File: src/rtl/buffer_pkg.sv
// Shared constants and width helpers for the buffer_fifo slice.
// Latency: n/a (package only).
// Backpressure: n/a; PARITY_W follows the BUFFER_FIFO_PARITY_EN macro.
package buffer_pkg;

  // Default almost-empty threshold (level <= this raises almost_empty).
  localparam int DEF_AEMPTY_THRESH = 2;

  // Default distance of the almost-full threshold below DEPTH.
  localparam int DEF_AFULL_MARGIN = 2;

  // Extra storage bit per word carrying even parity when protection is built in.
`ifdef BUFFER_FIFO_PARITY_EN
  localparam int PARITY_W = 1;
`else
  localparam int PARITY_W = 0;
`endif

  // Pointer and level width: address bits plus one wrap bit, so 0..DEPTH fits.
  function automatic int ptr_width(input int depth);
    return $clog2(depth) + 1;
  endfunction

endpackage

File: src/rtl/buffer_ram.sv
// Simple dual-port storage: synchronous write port, registered read port, no reset.
// Latency: write visible to a read issued on the following edge; read data 1 cycle after rd_en.
// Backpressure: none; the owner gates wr_en/rd_en, and rd_data holds when rd_en is low.
module buffer_ram #(
  parameter int WIDTH = 32,
  parameter int AW    = 4
) (
  input  logic             clk,
  input  logic             wr_en,
  input  logic [AW-1:0]    wr_addr,
  input  logic [WIDTH-1:0] wr_data,
  input  logic             rd_en,
  input  logic [AW-1:0]    rd_addr,
  output logic [WIDTH-1:0] rd_data
);

  logic [WIDTH-1:0] mem [2**AW];

  // Write port: contents are deliberately left unreset.
  always_ff @(posedge clk) begin
    if (wr_en) begin
      mem[wr_addr] <= wr_data;
    end
  end

  // Read port: output register loads only on a granted read, otherwise it holds.
  always_ff @(posedge clk) begin
    if (rd_en) begin
      rd_data <= mem[rd_addr];
    end
  end

endmodule

File: src/rtl/buffer_fifo.sv
// Synchronous FIFO with full/empty gating, thresholds, level and sticky errors; optional parity via BUFFER_FIFO_PARITY_EN.
// Latency: write readable on the next edge (no fall-through); rd_data/rd_valid 1 cycle after an accepted read.
// Backpressure: writes refused when full unless a read is accepted in the same cycle; refused ops set sticky flags.
module buffer_fifo
  import buffer_pkg::*;
#(
  parameter int DATA_WIDTH    = 32,
  parameter int DEPTH         = 16,
  parameter int AFULL_THRESH  = DEPTH - DEF_AFULL_MARGIN,
  parameter int AEMPTY_THRESH = DEF_AEMPTY_THRESH
) (
  input  logic                          clk,
  input  logic                          rst,
  input  logic                          wr_en,
  input  logic [DATA_WIDTH-1:0]         wr_data,
  output logic                          full,
  output logic                          almost_full,
  input  logic                          rd_en,
  output logic [DATA_WIDTH-1:0]         rd_data,
  output logic                          rd_valid,
  output logic                          empty,
  output logic                          almost_empty,
  output logic [ptr_width(DEPTH)-1:0]   level,
  output logic                          overflow,
  output logic                          underflow,
`ifdef BUFFER_FIFO_PARITY_EN
  input  logic                          par_inject,
  output logic                          parity_err,
`endif
  input  logic                          clr_err
);

  localparam int PW = ptr_width(DEPTH);
  localparam int AW = PW - 1;
  localparam int MW = DATA_WIDTH + PARITY_W;

  localparam logic [PW-1:0] AF_T = PW'(AFULL_THRESH);
  localparam logic [PW-1:0] AE_T = PW'(AEMPTY_THRESH);

  logic [PW-1:0] wr_ptr;
  logic [PW-1:0] rd_ptr;
  logic [PW-1:0] wr_ptr_nxt;
  logic [PW-1:0] rd_ptr_nxt;
  logic [PW-1:0] level_nxt;
  logic          full_nxt;
  logic          empty_nxt;
  logic          rd_acc;
  logic          wr_acc;
  logic          ovf_evt;
  logic          unf_evt;
  logic          rd_seen;
  logic [MW-1:0] wr_word;
  logic [MW-1:0] ram_q;

  // Accept decisions use the registered flags, which always match the pointers.
  assign rd_acc  = rd_en & ~empty;
  assign wr_acc  = wr_en & (~full | rd_acc);
  assign ovf_evt = wr_en & full & ~rd_acc;
  assign unf_evt = rd_en & empty;

  // Next-state pointers and the flags derived from them, so flags land with level.
  always_comb begin
    wr_ptr_nxt = wr_ptr + PW'(wr_acc);
    rd_ptr_nxt = rd_ptr + PW'(rd_acc);
    level_nxt  = wr_ptr_nxt - rd_ptr_nxt;
    empty_nxt  = (wr_ptr_nxt == rd_ptr_nxt);
    full_nxt   = (wr_ptr_nxt[AW-1:0] == rd_ptr_nxt[AW-1:0]) &&
                 (wr_ptr_nxt[AW] != rd_ptr_nxt[AW]);
  end

  // Pointer, level and flag registers; reset returns all control state to idle.
  always_ff @(posedge clk) begin
    if (rst) begin
      wr_ptr       <= '0;
      rd_ptr       <= '0;
      level        <= '0;
      empty        <= 1'b1;
      full         <= 1'b0;
      almost_empty <= 1'b1;
      almost_full  <= 1'b0;
    end else begin
      wr_ptr       <= wr_ptr_nxt;
      rd_ptr       <= rd_ptr_nxt;
      level        <= level_nxt;
      empty        <= empty_nxt;
      full         <= full_nxt;
      almost_empty <= (level_nxt <= AE_T);
      almost_full  <= (level_nxt >= AF_T);
    end
  end

  // Sticky error flags; a new error in the same cycle as clr_err keeps the flag set.
  always_ff @(posedge clk) begin
    if (rst) begin
      overflow  <= 1'b0;
      underflow <= 1'b0;
    end else begin
      if (ovf_evt) begin
        overflow <= 1'b1;
      end else if (clr_err) begin
        overflow <= 1'b0;
      end
      if (unf_evt) begin
        underflow <= 1'b1;
      end else if (clr_err) begin
        underflow <= 1'b0;
      end
    end
  end

  // Read handshake: rd_valid pulses per accepted read; rd_seen masks the unreset RAM output.
  always_ff @(posedge clk) begin
    if (rst) begin
      rd_valid <= 1'b0;
      rd_seen  <= 1'b0;
    end else begin
      rd_valid <= rd_acc;
      rd_seen  <= rd_seen | rd_acc;
    end
  end

`ifdef BUFFER_FIFO_PARITY_EN
  // Even parity stored alongside the payload; par_inject deliberately corrupts it.
  assign wr_word    = {(^wr_data) ^ par_inject, wr_data};
  assign parity_err = rd_valid & ((^ram_q[DATA_WIDTH-1:0]) != ram_q[DATA_WIDTH]);
`else
  assign wr_word    = wr_data;
`endif

  // Until the first read after reset the output reads as zero.
  assign rd_data = rd_seen ? ram_q[DATA_WIDTH-1:0] : '0;

  buffer_ram #(
    .WIDTH (MW),
    .AW    (AW)
  ) u_ram (
    .clk     (clk),
    .wr_en   (wr_acc),
    .wr_addr (wr_ptr[AW-1:0]),
    .wr_data (wr_word),
    .rd_en   (rd_acc),
    .rd_addr (rd_ptr[AW-1:0]),
    .rd_data (ram_q)
  );

endmodule
File: config.mk
export PLATFORM = sky130hd
export DESIGN_NAME = buffer_fifo
export DESIGN_NICKNAME = d
export VERILOG_FILES = /design/src/rtl/buffer_pkg.sv /design/src/rtl/buffer_ram.sv /design/src/rtl/buffer_fifo.sv
export SDC_FILE = /design/constraint.sdc
export NUM_CORES = 1
export LEC_CHECK = 0
export ABC_CLOCK_PERIOD_IN_PS = 6600
export CAP_MARGIN = 25
export CORE_MARGIN = 2
export CORE_UTILIZATION = 65
export CTS_CLUSTER_DIAMETER = 80
export CTS_CLUSTER_SIZE = 16
export DETAILED_ROUTE_END_ITERATION = 12
export GPL_TIMING_DRIVEN = 1
export PLACE_DENSITY_LB_ADDON = 0.12
export RECOVER_POWER = 50
export SYNTH_ARGS = -nofsm -noshare
export SYNTH_HDL_FRONTEND = slang
export SYNTH_HIERARCHICAL = 1
export SYNTH_SLANG_ARGS = --single-unit
File: constraint.sdc
create_clock -name clk -period 6.6 [get_ports clk]
set_input_delay 0.66 -clock clk [delete_from_list [all_inputs] [get_ports clk]]
set_output_delay 0.66 -clock clk [all_outputs]
set_load 0.01 [all_outputs]
==> results.md <==
- finished, violations left — result of the run
- max-capacitance violations, max-slew violations — violations in the final reports
- 25.5% — GRT Overall Usage
- 186 µm — Chip Width
- 65.9% — initial core utilization
- 6 — Synth warnings
- 21400 µm² — Netlist Area Pre-Place
- 5 — number of optimization iterations in the first detailed-route pass
- edfxtp_1 — biggest area consumer among synthesized cells
- 9976 — vias in the first global route
- 1129 — final-stage net count
- register — Setup crit start kind
- 2 — Clock H-tree levels
- 0% — share of synthesized registers carrying an async set or reset
- 2330 ps — highest cell delay on the worst timing path
- 68.0% — final worst path period share
- 4490 ps — final critical-path required period
- 2360 ps — worst setup slack after placement
- 0 — number of buffers inserted for hold repair after clock tree synthesis
- buffers and inverters — Crit path max-delay family
- 0 — count of final setup violators
- 223 MHz — top achievable clock speed
- 6870 ps — required time reported for the critical path endpoint
- 0 — number of resized instances in the post-cts repair step
- 1098 — Initial DRC Count
- 6.53 — via/cell ratio
- 567 — clock sinks
- 7.45 nW — leakage power figure
- 3 — initial antenna violation count
- 24.4 ps — worst clock skew on the final layout
- 4760 ps — arrival time of the worst setup path
- 21.9 µm² — average cell area after synthesis
- 1 — WP buf/inv
- 567 — flip-flop and latch count after synthesis
- 544 — number of enable flip-flop cells after synthesis
- 1 — Maximum Capacitance Violations
- 20.7% — share of layout cells above drive strength 1
- 3250 ps — actual slew at the worst max-slew pin
- 7.01 mW — post-route total power
- 0 — residual DRC count
- clkbuf_2 > mux4_2 > a22oi_1 > nand2_1 — critical path, cell by cell
- 980 — Mapped Cells
- 78.3% — part of the Yosys area used for sequential elements
- 42200 µm — routed wire length
- 550 ps — clock latency on the worst-skew pair
- 186 µm — die height
- 76.2% — share of the synthesized area in the top cell type
- 74.0% — core occupancy in the finished layout
- 81 — total I/O pin count
- 22900 µm² — cell area reported after detailed placement
- 0.790 — final weighted congestion in routability-driven placement
- 1480 — placed insts
- register — Crit. End Element
- 66 — Row Count
- 0 — GRT Residual Overflow
- clkbuf_2 — worst-path cell with the longest stage delay
- edfxtp_1 — flip-flop cell with the highest count after synthesis
- 3 — maximum number of buffers from clock root to sink
- 10000 — total number of vias
- 0 — count of endpoints failing hold in the final timing report
- false — setup repair after global routing missed its margin
- 85 — pin count of the biggest net entering global routing
- 27.5 µm — routed wirelength normalized by instance count
- 24100 µm² — total non-filler cell area in the finished layout
- 12.2% — area growth from synthesis to layout
- 2110 ps — smallest setup slack after layout
- -117% — worst-case headroom to the max-slew limit
- 1534 — non-filler instance count after layout
- 40 — number of distinct library cell variants in the gate-level netlist after synthesis
- 21700 µm — Detailed Place HPWL
- edfxtp_1 (544), mux4_2 (128), a22oi_1 (65) — most frequent cells in the layout
- 62800 µm — global-route wire length before repair
- 80 — number of buffers inserted by port buffering
- 0 — Post-CTS Repair Setup Buffers
- 4 — critical path depth in cells
- 291 nW/µm² — PwrDens
- 34500 µm² — die outline area
- 84 — critical path peak fanout
- 85 — max-slew violation count
- 1027 — Net Count, Synth
- 0 ps — total negative setup slack
- 0.000263 V — largest voltage drop on the vdd net
- 2 — hold path cells
- register to register — Worst Hold Class
- 515 ps — worst hold slack across all endpoints
- done — CTS tree
- register to register — Crit Path Category
- 41 — number of buffers created by CTS
- clkbuf_16 — CTS Root Buffer Type
- edfxtp_1 (76%), mux4_2 (13%), a22oi_1 (2.3%) — top area cells in the synthesized netlist
- 80 ps — Clock Pin Slew Worst Setup and Hold Paths
- 32500 µm² — Floorplan Core Area
- 0 — count of nets left with antenna violations after detail routing
- edfxtp_1 — most common cell after layout, fill and taps aside
- 4 — Reg2Reg Depth
[cell usage after synthesis (2+ instances only)]
master / number
nand3_1: 6
buf_2: 5
nand2b_1: 4
nor2_1: 28
a22oi_1: 65
dfxtp_1: 23
a41o_1: 2
buf_6: 2
ha_1: 10
mux4_2: 128
inv_1: 8
xor2_1: 6
nand2_1: 36
edfxtp_1: 544
nor3_1: 8
o211ai_1: 3
nor2b_1: 5
clkbuf_1: 20
and2_1: 34
buf_4: 11
buf_1: 10
nand3b_1: 2
xnor2_1: 3
[sequential cells by signal, summed over array words and instances, names as in the netlist]
signal         flops
full               1
almost_empty       1
level              5
wr_ptr             5
almost_full        1
u_ram/mem        512
overflow           1
rd_valid           1
underflow          1
u_ram/rd_data     32
rd_seen            1
rd_ptr             5
empty              1
[kinds of logic after synthesis]
family / synth area share [%]
fa+ha+maj: 0.583
simple gates: 2.99
xor+xnor: 0.554
mux: 13.5
flops: 78.3
buf+inv: 1.27
compound gates: 2.78
[path summary, 6_finish.rpt]
path / startpoint / slack, ps / to
setup / recovery: rd_ptr[0] / 2110 / u_ram/rd_data[19]
hold / removal: overflow / 510 / overflow
setup reg to reg: rd_ptr[0] / 2110 / u_ram/rd_data[19]
hold reg to reg: overflow / 510 / overflow
[where the power goes]
| part | switching (mW) | total (mW) | internal [mW] |
|---|---|---|---|
| logic | 0.321 | 0.670 | 0.349 |
| clock network | 1.10 | 2.27 | 1.17 |
| registers | 0.0342 | 4.07 | 4.03 |
[routing by layer]
metal	share of wire [%]	up-vias	track usage (%)
met3	7.8	64	4.60
met2	50	411	41.4
met5	0.050	-	0
li1	-	4241	-
met1	41	5294	37.3
met4	1.8	4	5.64
[final cells by class]
type                    instances  area, µm²
diodes                          1       2.50
clock buffers                  50       1100
multi-input cells             357       4510
fillers                      1863       8470
clock inverters                 2       20.0
flip-flops and latches        567      16800
inverters                       8       30.0
repair buffers                107       1050
well taps                     442        553
[worst register-to-register path, cell delays in order (launching register included)]
cell,delay (ps)
dfxtp_1,650
clkbuf_2,2340
mux4_2,860
a22oi_1,240
nand2_1,130
(Power assumes the default switching activity.)
